**config.mk**
```make
export PLATFORM = sky130hd
export DESIGN_NAME = axi4l_cmd_mst
export DESIGN_NICKNAME = d
export VERILOG_FILES = /design/src/rtl/axi4l_cmd_pkg.sv /design/src/rtl/axi4l_wdog.sv /design/src/rtl/axi4l_cmd_mst.sv
export SDC_FILE = /design/constraint.sdc
export NUM_CORES = 1
export LEC_CHECK = 0
export CELL_PAD_IN_SITES_DETAIL_PLACEMENT = 0
export CELL_PAD_IN_SITES_GLOBAL_PLACEMENT = 1
export CORE_ASPECT_RATIO = 0.7
export CORE_MARGIN = 3
export CORE_UTILIZATION = 35
export CTS_CLUSTER_DIAMETER = 60
export DETAILED_ROUTE_END_ITERATION = 16
export DONT_BUFFER_PORTS = 1
export HOLD_SLACK_MARGIN = 0.15
export PLACE_DENSITY = 0.74
export SETUP_SLACK_MARGIN = 0.4
export SYNTH_ARGS = -nofsm -noshare
export SYNTH_HDL_FRONTEND = slang
export SYNTH_SLANG_ARGS = --single-unit
```
**constraint.sdc**
```tcl
create_clock -name clk -period 1.8 [get_ports clk]
set_input_delay 0.27 -clock clk [delete_from_list [all_inputs] [get_ports clk]]
set_output_delay 0.27 -clock clk [all_outputs]
set_load 0.05 [all_outputs]
```
**src/rtl/axi4l_cmd_pkg.sv**
```systemverilog
// -----------------------------------------------------------------------------
// axi4l_cmd_pkg
// Shared types for the AXI4-Lite command master:
//   state_t      - master FSM states
//   resp_t       - AXI BRESP/RRESP encodings
//   AXI_PROT_DEF - AxPROT value driven on every request (unprivileged,
//                  secure, data access)
// -----------------------------------------------------------------------------
package axi4l_cmd_pkg;

    typedef enum logic [2:0] {
        IDLE    = 3'd0,
        WR_AW_W = 3'd1,
        WR_B    = 3'd2,
        RD_AR   = 3'd3,
        RD_R    = 3'd4,
        RSP     = 3'd5
    } state_t;

    typedef enum logic [1:0] {
        RESP_OKAY   = 2'b00,
        RESP_EXOKAY = 2'b01,
        RESP_SLVERR = 2'b10,
        RESP_DECERR = 2'b11
    } resp_t;

    localparam logic [2:0] AXI_PROT_DEF = 3'b000;

endpackage

```
**src/rtl/axi4l_wdog.sv**
```systemverilog
// -----------------------------------------------------------------------------
// axi4l_wdog
// Cycle watchdog for the AXI4-Lite command master. Counts cycles while run is
// high; expired is raised during the LIMIT-th consecutive run cycle so the
// caller can leave its waiting state on the following edge.
// Ports:
//   clk     in  clock
//   rst     in  synchronous active-high reset
//   clear   in  synchronous counter clear
//   run     in  count enable
//   expired out limit reached (combinational, qualified by run)
// -----------------------------------------------------------------------------
module axi4l_wdog #(
    parameter int unsigned LIMIT = 1024
) (
    input  logic clk,
    input  logic rst,
    input  logic clear,
    input  logic run,
    output logic expired
);

    localparam int unsigned CNT_W = $clog2(LIMIT + 1);

    logic [CNT_W-1:0] cnt;

    always_ff @(posedge clk) begin
        if (rst || clear) begin
            cnt <= '0;
        end else if (run && !expired) begin
            cnt <= cnt + 1'b1;
        end
    end

    assign expired = run && (cnt == CNT_W'(LIMIT - 1));

endmodule

```
**src/rtl/axi4l_cmd_mst.sv**
```systemverilog
// -----------------------------------------------------------------------------
// axi4l_cmd_mst
// AXI4-Lite master that turns a valid/ready command stream into single AXI4-Lite
// beats (one outstanding transaction) and returns one response per command.
// Request address = BASE_ADDR + cmd_addr with the two LSBs forced to zero.
//
// Ports:
//   clk, rst                    clock, synchronous active-high reset
//   cmd_valid/cmd_ready         command handshake
//   cmd_we/addr/wdata/wstrb     command payload (1 = write)
//   rsp_valid/rsp_ready         response handshake
//   rsp_rdata/rsp_resp          read data (0 for writes), BRESP/RRESP
//   rsp_timeout                 watchdog abort flag
//   m_axi_aw*/w*/b*/ar*/r*      AXI4-Lite master interface
//
// Build option:
//   AXI4L_MST_TIMEOUT_EN  when defined, a watchdog aborts any transaction that
//                         waits TIMEOUT_CYC cycles on the slave, answering
//                         SLVERR with rsp_timeout=1. Debug use only: the abort
//                         withdraws valids without a handshake. When undefined
//                         the FSM waits indefinitely and rsp_timeout is 0.
// -----------------------------------------------------------------------------
module axi4l_cmd_mst
    import axi4l_cmd_pkg::*;
#(
    parameter int unsigned            ADDR_W      = 32,
    parameter int unsigned            DATA_W      = 32,
    parameter logic [ADDR_W-1:0]      BASE_ADDR   = ADDR_W'(32'h4000_0000),
    parameter int unsigned            TIMEOUT_CYC = 1024
) (
    input  logic                  clk,
    input  logic                  rst,

    input  logic                  cmd_valid,
    output logic                  cmd_ready,
    input  logic                  cmd_we,
    input  logic [ADDR_W-1:0]     cmd_addr,
    input  logic [DATA_W-1:0]     cmd_wdata,
    input  logic [DATA_W/8-1:0]   cmd_wstrb,

    output logic                  rsp_valid,
    input  logic                  rsp_ready,
    output logic [DATA_W-1:0]     rsp_rdata,
    output logic [1:0]            rsp_resp,
    output logic                  rsp_timeout,

    output logic [ADDR_W-1:0]     m_axi_awaddr,
    output logic [2:0]            m_axi_awprot,
    output logic                  m_axi_awvalid,
    input  logic                  m_axi_awready,
    output logic [DATA_W-1:0]     m_axi_wdata,
    output logic [DATA_W/8-1:0]   m_axi_wstrb,
    output logic                  m_axi_wvalid,
    input  logic                  m_axi_wready,
    input  logic [1:0]            m_axi_bresp,
    input  logic                  m_axi_bvalid,
    output logic                  m_axi_bready,
    output logic [ADDR_W-1:0]     m_axi_araddr,
    output logic [2:0]            m_axi_arprot,
    output logic                  m_axi_arvalid,
    input  logic                  m_axi_arready,
    input  logic [DATA_W-1:0]     m_axi_rdata,
    input  logic [1:0]            m_axi_rresp,
    input  logic                  m_axi_rvalid,
    output logic                  m_axi_rready
);

    state_t                 state;
    state_t                 state_nx;

    logic [ADDR_W-1:0]      addr_sum;
    logic [ADDR_W-1:0]      addr_q;
    logic [DATA_W-1:0]      wdata_q;
    logic [DATA_W/8-1:0]    wstrb_q;
    logic                   aw_done;
    logic                   w_done;
    logic [DATA_W-1:0]      rdata_q;
    logic [1:0]             resp_q;
    logic                   abort;
    logic                   accept;

    assign addr_sum = BASE_ADDR + cmd_addr;
    assign accept   = (state == IDLE) && cmd_valid;

    // -------------------------------------------------------------------------
    // Optional watchdog
    // -------------------------------------------------------------------------
`ifdef AXI4L_MST_TIMEOUT_EN
    logic wd_run;
    logic wd_clear;
    logic tmo_q;

    assign wd_run   = (state == WR_AW_W) || (state == WR_B) ||
                      (state == RD_AR)   || (state == RD_R);
    assign wd_clear = (state == IDLE);

    axi4l_wdog #(
        .LIMIT (TIMEOUT_CYC)
    ) u_wdog (
        .clk     (clk),
        .rst     (rst),
        .clear   (wd_clear),
        .run     (wd_run),
        .expired (abort)
    );

    always_ff @(posedge clk) begin
        if (rst) begin
            tmo_q <= 1'b0;
        end else if (abort) begin
            tmo_q <= 1'b1;
        end else if (accept) begin
            tmo_q <= 1'b0;
        end
    end

    assign rsp_timeout = tmo_q;
`else
    assign abort       = 1'b0;
    assign rsp_timeout = 1'b0;
`endif

    // -------------------------------------------------------------------------
    // Next state and handshake outputs
    // -------------------------------------------------------------------------
    always_comb begin
        state_nx      = state;
        cmd_ready     = 1'b0;
        m_axi_awvalid = 1'b0;
        m_axi_wvalid  = 1'b0;
        m_axi_bready  = 1'b0;
        m_axi_arvalid = 1'b0;
        m_axi_rready  = 1'b0;
        rsp_valid     = 1'b0;

        case (state)
            IDLE: begin
                // Gated by rst so no command is taken during the reset cycle.
                cmd_ready = !rst;
                if (cmd_valid) begin
                    state_nx = cmd_we ? WR_AW_W : RD_AR;
                end
            end
            WR_AW_W: begin
                // AW and W complete independently; leave once both are done,
                // counting a handshake happening in this very cycle.
                m_axi_awvalid = !aw_done;
                m_axi_wvalid  = !w_done;
                if ((aw_done || m_axi_awready) && (w_done || m_axi_wready)) begin
                    state_nx = WR_B;
                end
            end
            WR_B: begin
                m_axi_bready = 1'b1;
                if (m_axi_bvalid) begin
                    state_nx = RSP;
                end
            end
            RD_AR: begin
                m_axi_arvalid = 1'b1;
                if (m_axi_arready) begin
                    state_nx = RD_R;
                end
            end
            RD_R: begin
                m_axi_rready = 1'b1;
                if (m_axi_rvalid) begin
                    state_nx = RSP;
                end
            end
            RSP: begin
                rsp_valid = 1'b1;
                if (rsp_ready) begin
                    state_nx = IDLE;
                end
            end
            default: begin
                state_nx = IDLE;
            end
        endcase

        // Abort only redirects the next state; valids fall with the state
        // change rather than combinationally inside the expiring cycle.
        if (abort) begin
            state_nx = RSP;
        end
    end

    // -------------------------------------------------------------------------
    // State and datapath registers
    // -------------------------------------------------------------------------
    always_ff @(posedge clk) begin
        if (rst) begin
            state   <= IDLE;
            addr_q  <= '0;
            wdata_q <= '0;
            wstrb_q <= '0;
            aw_done <= 1'b0;
            w_done  <= 1'b0;
            rdata_q <= '0;
            resp_q  <= '0;
        end else begin
            state <= state_nx;

            if (accept) begin
                addr_q  <= {addr_sum[ADDR_W-1:2], 2'b00};
                wdata_q <= cmd_wdata;
                wstrb_q <= cmd_wstrb;
                aw_done <= 1'b0;
                w_done  <= 1'b0;
            end

            if (state == WR_AW_W) begin
                if (m_axi_awvalid && m_axi_awready) begin
                    aw_done <= 1'b1;
                end
                if (m_axi_wvalid && m_axi_wready) begin
                    w_done <= 1'b1;
                end
            end

            if (abort) begin
                rdata_q <= '0;
                resp_q  <= RESP_SLVERR;
            end else if ((state == WR_B) && m_axi_bvalid) begin
                rdata_q <= '0;
                resp_q  <= m_axi_bresp;
            end else if ((state == RD_R) && m_axi_rvalid) begin
                rdata_q <= m_axi_rdata;
                resp_q  <= m_axi_rresp;
            end
        end
    end

    assign rsp_rdata    = rdata_q;
    assign rsp_resp     = resp_q;

    assign m_axi_awaddr = addr_q;
    assign m_axi_awprot = AXI_PROT_DEF;
    assign m_axi_wdata  = wdata_q;
    assign m_axi_wstrb  = wstrb_q;
    assign m_axi_araddr = addr_q;
    assign m_axi_arprot = AXI_PROT_DEF;

endmodule

```
* Word-level counts from Yosys, hierarchy flattened
Cells that the tools add are included.
** Storage, ports and cells
- Register bits after elaboration :: 105
- Input port bits :: 114
- Output and inout port bits :: 148
- Logic and storage cells :: 58
** Operators by class
- $add $sub $neg :: 1
- Equality and inequality tests :: 11
- Multiplexer cells :: 23
- Reduce and logical (&&, ||, !) cells :: 15
** Operators with widths (number)
- $add A31 B32 Y32 const A :: 1
- $mux W3 :: 6
- $pmux W3 S6 :: 1
- $mux W1 :: 13
- $ne A2 B2 Y1 const B :: 6
- $eq A3 B2 Y1 const B :: 2
- $eq A3 B3 Y1 const B :: 2
- $logic_and A1 B1 Y1 :: 6
- $mux W2 :: 3
- $reduce_and A6 Y1 :: 1
- $eq A3 B1 Y1 const B :: 1
- $logic_not A1 Y1 :: 3
- $logic_not A3 Y1 :: 1
- $logic_or A1 B1 Y1 :: 2
- $reduce_bool A2 Y1 :: 1
- $reduce_or A2 Y1 :: 1

* Depth between registers and ports, before layout
Gate-level depths: netlist of the first run.
- Word-level depth :: 5
- Depth in mapped cells :: 7
- Mapped depth without buffers :: 4

* Worst setup path after synthesis of the first run
OpenSTA, ideal clock, no wires.
- Path type :: in2out
- From :: input rst
- To :: output cmd_ready
- Data arrival time :: 2.107 ns
- Data required time :: 1.530 ns
- Setup slack :: -0.577 ns
- Stages on the path :: 3
- Path buffers :: 2
- Cells stage by stage :: clkbuf_1 clkbuf_1 nor4_1
** On the way
- Longest elaborated chain between the ends :: 2
** RTL lines
- from (decl) :: RTL line axi4l_cmd_mst.sv:32 : input logic rst,
- $logic_not A1 Y1 :: RTL line axi4l_cmd_mst.sv:139 : cmd_ready = !rst;
- $mux W1 :: RTL line axi4l_cmd_mst.sv:136 : case (state)
- to (decl) :: RTL line axi4l_cmd_mst.sv:35 : output logic cmd_ready,
Every way passes these cells.

* Final worst setup path of the first run
- From :: register state[0]
- To :: output m_axi_bready
** On the way
- Longest elaborated chain between the ends :: 2
** RTL lines
- from (decl) :: RTL line axi4l_cmd_mst.sv:68 : state_t state;
- from (signal assigned) :: RTL line axi4l_cmd_mst.sv:203 : state <= state_nx;
- $eq A3 B2 Y1 :: RTL line axi4l_cmd_mst.sv:136
- $mux W1 :: RTL line axi4l_cmd_mst.sv:136
- to (decl) :: RTL line axi4l_cmd_mst.sv:57 : output logic m_axi_bready,
Every way passes these cells.

==> metrics, run 1 <==
period utilization=0.967; Required @ worst endpoint=1.53 ns; top cells by area, synth=dfxtp_1 (51%), nand2_1 (18%), a21oi_1 (12%), buf_4 (8.2%), buf_2 (1.8%); Layout area overhead=36.7%; detailed-route DRC error count=0; Slew HR=0.632; register area share after synthesis=0.508; IO Pins=262; fin. max-slew vios=0; RSZ-0062 raised after global routing=yes; Final #Nets=699; layout cells sized above 1=0.242; clk_lat worst skew=0.34 ns; first-pass GRT wire length=19100 um; clock root cell=clkbuf_16; Synth warnings=0; Sink Count=105; ANT cells=0; Clock Skews=0.0132 ns; Post-synth ARST share=0; final RePlAce weighted congestion=0.732; critical path class=flip-flop to output pin; HPWL Detailed=7740 um; CP arrival=1.47 ns; FP Rows=32; total negative slack=0 ns; initial antenna violation count=0; total power per unit cell area=1710 nW/um^2; syn_area_per_cell=7.84 um^2; Setup Viol. Count Final=0; Final Util=0.501; Vias/cell=5.05; Initial DRC Count=166; CTS Buffer Depth=2; Crit Path Max Fanout=4; Max Freq=575 MHz; share of Yosys cell area claimed by the top area cell type=0.508; total wire length=13100 um; count leader, synth=nand2_1; post-synthesis cell count=528; core area=11300 um^2; Vias=3750; Final Critical Period=1.74 ns; Hold Path Class=primary input to flip-flop; H-tree level count=3; most frequent cells after synthesis=nand2_1 (198), dfxtp_1 (105), a21oi_1 (99); TritonRoute pass-1 iters=4; Synth area leader=dfxtp_1; Peak VDD IR=0.852 mV; global route overflow=0; #FFs+latches synth=105; die area=13200 um^2; Post-synth EDFFs=0; Filler cells=1028; vias in the first global route=3647; Die Y=97.0 um; GRT Util Overall=0.183; worst slew pin tran=0.552 ns; Die Width=136 um; run status=completed; antenna viol nets, final=0; Clock Pin Slew Worst Setup and Hold Paths=0.08 ns; max-cap viol count=0; Startpoint Class=flip-flop; Routed wire per std cell=17.6 um; largest net degree at the start of global routing=79; flop2flop setup slack=0.10 ns; port bufs=0; Post-Syn Area=4140 um^2; main flop type after synthesis=dfxtp_1; final hold vios=0; initial core utilization=0.366; synth unique cells=34; Pleak=2.14 nW; CTS Buf Count=9; Crit. End Element=output pin; clock tree from TritonCTS=yes
-- metal layers --
layer,routed length (um),part of all wire,global-route usage,vias to the layer above
met5,0,0,0,-
met4,391,0.030,0.0643,0
met3,1250,0.095,0.0686,39
met2,6220,0.48,0.307,207
met1,5230,0.40,0.215,1729
li1,-,-,-,1775
-- what timing repair did --
| action | CTS | global route |
|---|---|---|
| setup buffers | 19 | 4 |
| resized for setup | 27 | 39 |
| pin swaps | 10 | 14 |
| setup endpoints to repair | 110 | 111 |
| endpoints found under the hold margin | 104 | 72 |
| gates cloned | 5 | 0 |
| hold buffers | 32 | 1 |
-- layout make-up --
type | instances | area (um^2) | area share
multi-input combinational | 353 | 1810 | 0.320
tap | 153 | 191 | 0.0338
timing repair buffer | 113 | 1240 | 0.220
clock inverter | 7 | 62.6 | 0.0111
clock buffer | 9 | 225 | 0.0398
inverter | 3 | 11.3 | 0.00199
sequential | 105 | 2110 | 0.374
-- through the flow --
| step | power [mW] | worst slack (ns) | area [um^2] | std cells | hold WS (ns) |
|---|---|---|---|---|---|
| 2_1_floorplan | 6.47 | 0.105 | 4290 | 538 | 0.366 |
| 3_3_place_gp | 6.99 | 0.160 | 4440 | 666 | 0.352 |
| 3_5_place_dp | 7.07 | 0.105 | 4440 | 666 | 0.355 |
| 4_1_cts | 9.50 | 0.0256 | 5460 | 738 | -0.0159 |
| 5_1_grt | 10.1 | 0.0156 | 5660 | 743 | -0.0159 |
| 6_report | 9.69 | 0.0598 | 5660 | 743 | 0.00421 |
-- where the power goes --
part / internal [mW] / switching [mW] / total (mW)
Combinational: 1.45 / 2.61 / 4.07
Clock: 0.969 / 0.942 / 1.91
Sequential: 2.72 / 0.987 / 3.71
Total: 5.15 / 4.54 / 9.69
-- path summary, 6_finish.rpt --
check | startpoint | endpoint | cells after the start
max | state[0]$_SDFFE_PP0P_ | m_axi_bready | 4
min | rst | aw_done$_SDFF_PP0_ | 1
max reg2reg | state[1]$_SDFFE_PP0P_ | rsp_rdata[22]$_SDFFE_PP0P_ | 8
min reg2reg | m_axi_araddr[9]$_SDFFE_PP0P_ | m_axi_araddr[9]$_SDFFE_PP0P_ | 2
-- sequential cells by signal (all words and copies together) (netlist names) --
| name | cells |
|---|---|
| m_axi_wstrb | 4 |
| aw_done | 1 |
| rsp_rdata | 32 |
| w_done | 1 |
| state | 3 |
| m_axi_wdata | 32 |
| rsp_resp | 2 |
| m_axi_araddr | 30 |
-- kinds of logic (layout without fill, tap and decap cells) --
kind of cell              after synthesis  after routing  share of synthesized area
DFF                                   105            105                      0.508
buffers and inverters                  80            132                      0.118
muxes                                   1              1                    0.00272
AOI/OAI and AO/OA                     113            113                      0.145
and+or+nand+nor                       227            227                      0.223
other                                   1             11                   0.000906
xor gates and xnor gates                1              1                    0.00212
-- cells in the final DEF (no fill, tap or decap), types with 3 or more instances in the layout --
master | synthesis | final
a211oi_1 | 3 | 3
a21oi_1 | 99 | 84
a21oi_2 | 0 | 15
buf_12 | 0 | 10
buf_16 | 0 | 4
buf_4 | 45 | 46
buf_6 | 0 | 16
buf_8 | 0 | 3
clkbuf_16 | 0 | 9
conb_1 | 1 | 11
dfxtp_1 | 105 | 102
dfxtp_4 | 0 | 3
dlygate4sd3_1 | 0 | 33
inv_1 | 3 | 3
inv_8 | 0 | 3
nand2_1 | 198 | 188
nand2_2 | 0 | 9
nor2_1 | 7 | 5
nor3b_4 | 0 | 4
-- worst max-delay path, stage by stage, from the launching register on --
cell	delay, ns
dfxtp_4	0.36
buf_4	0.14
or3b_4	0.39
inv_1	0.09
buf_6	0.16
(Power assumes the default switching activity.)
==> run 2: changes to the inputs <==
- CORE_UTILIZATION: 35 -> 40
- PLACE_DENSITY: 0.74 -> 0.82
- clock period: 1.8 -> 2.05 ns (I/O delays scaled with it)
==> metrics, run 2 (same netlist as run 1, synthesis figures left out) <==
initial core utilization=0.419 (+0.0527); non-filler cells, final=705 (-5.1%); post-route setup slack=0.313 ns (+0.253 ns); clock root cell=clkbuf_16; Routed wire per std cell=17.2 um (-2.4%); Initial DRC Count=184 (+11%); Logic pwr share=0.405 (-0.015); Psw=3.84 mW (-16%); Area after DPL=4290 um^2 (-3.5%); Min-Delay Path Depth=1 (unchanged); commonest non-fill, non-tap cell in the layout=nand2_1; Crit Path Max Fanout=5 (+1); flop2flop setup slack=0.37 ns (+0.27 ns); reg2reg path depth=9 (+1); Setup Viol. Count Final=0 (unchanged); most frequent cells in the layout=nand2_1 (180), dfxtp_1 (102), a21oi_1 (74); Final #Nets=685 (-2.0%); first-pass GRT wire length=17000 um (-11%); CTS Buf Count=9 (unchanged); worst reg2reg startpoint=state[0]$_SDFFE_PP0P_; final RePlAce weighted congestion=0.797 (+8.8%); layout cells sized above 1=0.250 (+0.00763); Vias/cell=5.20 (+3.1%); GRT Util Overall=0.180 (-0.00292); port bufs=0 (unchanged); Final Critical Period=1.74 ns; Clock Skews=0.00549 ns (-0.00772 ns); IO Pins=262 (unchanged); FP Rows=30 (-6.3%); hold_sp=rst; Clock Pin Slew Worst Setup and Hold Paths=0.07 ns (about the same); Net Sw Frac=0.469 (about the same); total negative slack=0 ns (unchanged); H-tree level count=3 (unchanged); RSZ-0062 raised after global routing=yes; Slew HR=0.624 (-0.00795); TritonRoute pass-1 iters=6 (+2); die area=11600 um^2 (-12%); Inst Count DP=634 (-4.8%); Layout area overhead=31.8%; Filler cells=870 (-15%); fin. max-slew vios=0 (unchanged); total power per unit cell area=1500 nW/um^2 (-12%); vias in the first global route=3352 (-8.1%); Pleak=2.04 nW (-4.8%); Die Width=128 um (-6.2%); core area=9870 um^2 (-13%); CP arrival=1.43 ns (-0.04 ns); Vias=3667 (-2.2%); antenna viol nets, final=0 (unchanged); Die Y=91.1 um (-6.1%); critical path class=flip-flop to output pin; internal power=4.35 mW (-15%); Required @ worst endpoint=1.74 ns (+0.21 ns); Reg power frac=0.397 (+0.014); run status=completed; largest net degree at the start of global routing=79 (unchanged); global route overflow=0 (unchanged); cell area after layout=5450 um^2 (-3.6%); initial antenna violation count=0 (unchanged); final hold vios=0 (unchanged); total wire length=12100 um (-7.4%); Worst Hold End=m_axi_wdata[27]$_SDFFE_PP0P_; Overall Power=8.19 mW (-16%); Final Util=0.552 (+0.0511); Hold Worst Slack=0.0429 ns (+0.0387 ns); RR Endpoint=rsp_rdata[8]$_SDFFE_PP0P_; Crit. End Element=output pin; clk_lat worst skew=0.34 ns (about the same); HPWL Detailed=7140 um (-7.8%); CTS Buffer Depth=2 (unchanged); cts hold-fix bufs=34 (+6.3%); Sink Count=105 (unchanged); max-cap viol count=0 (unchanged); Peak VDD IR=0.638 mV (-25%); detailed-route DRC error count=0 (unchanged); Hold Path Class=primary input to flip-flop; worst slew pin tran=0.563 ns (+0.0119 ns); period utilization=0.847; Max Freq=576 MHz; Startpoint Class=flip-flop; Clk network pwr share=0.198 (about the same); clock tree from TritonCTS=yes; pre-CTS setup slack=0.286 ns (+0.180 ns)
run 2: layer usage:
| layer | routed length, um | up-vias | global-route usage |
|---|---|---|---|
| li1 | - | 1743 | - |
| met1 | 4640 | 1715 | 0.196 |
| met2 | 6050 | 188 | 0.322 |
| met3 | 1270 | 21 | 0.0723 |
| met4 | 167 | 0 | 0.0536 |
| met5 | 0 | - | 0 |
run 2: cell type report:
class / instances / area (um^2) / share of cell area
flip-flops and latches: 105 / 2110 / 0.388
multi-input cells: 353 / 1830 / 0.336
repair buffers: 99 / 1050 / 0.192
clock buffers: 11 / 243 / 0.0445
well taps: 128 / 160 / 0.0294
clock inverters: 5 / 40.0 / 0.00734
inverters: 3 / 15.0 / 0.00275
diodes: 1 / 2.50 / 0.000459
run 2: worst max-delay path, cell delays in order, from the launching register on:
cell and delay, ns:
dfxtp_4 0.36, inv_2 0.06, or3_4 0.39, nor2_2 0.11, buf_6 0.17
run 2: timing repair:
item,in CTS,in global routing
setup buffers,13,1
gates cloned,1,5
hold endpoints to repair,104,70
resized for setup,20,54
endpoints found under the setup margin,29,109
pin swaps,6,21
run 2: power groups by stage:
stage | clock, mW | sequential, mW | combinational, mW
global route | 1.75 | 3.29 | 3.54
finish | 1.62 | 3.25 | 3.31
CTS | 1.66 | 3.26 | 2.99
global placement | 0 | 3.31 | 2.59
floorplan | 0 | 3.68 | 1.91
detailed placement | 0 | 3.32 | 2.66
run 2: worst max path at each step:
stage	cells after the start	startpoint	slack (ns)	endpoint
after global placement	5	state[2]$_SDFFE_PP0P_	0.36	rsp_resp[1]$_SDFFE_PP0P_
after detailed placement	5	state[2]$_SDFFE_PP0P_	0.29	rsp_resp[1]$_SDFFE_PP0P_
after CTS	3	state[0]$_SDFFE_PP0P_	0.29	m_axi_bready
after global routing	4	state[0]$_SDFFE_PP0P_	0.25	m_axi_awvalid
after floorplan	3	rst	0.18	cmd_ready
final	4	state[0]$_SDFFE_PP0P_	0.31	m_axi_awvalid
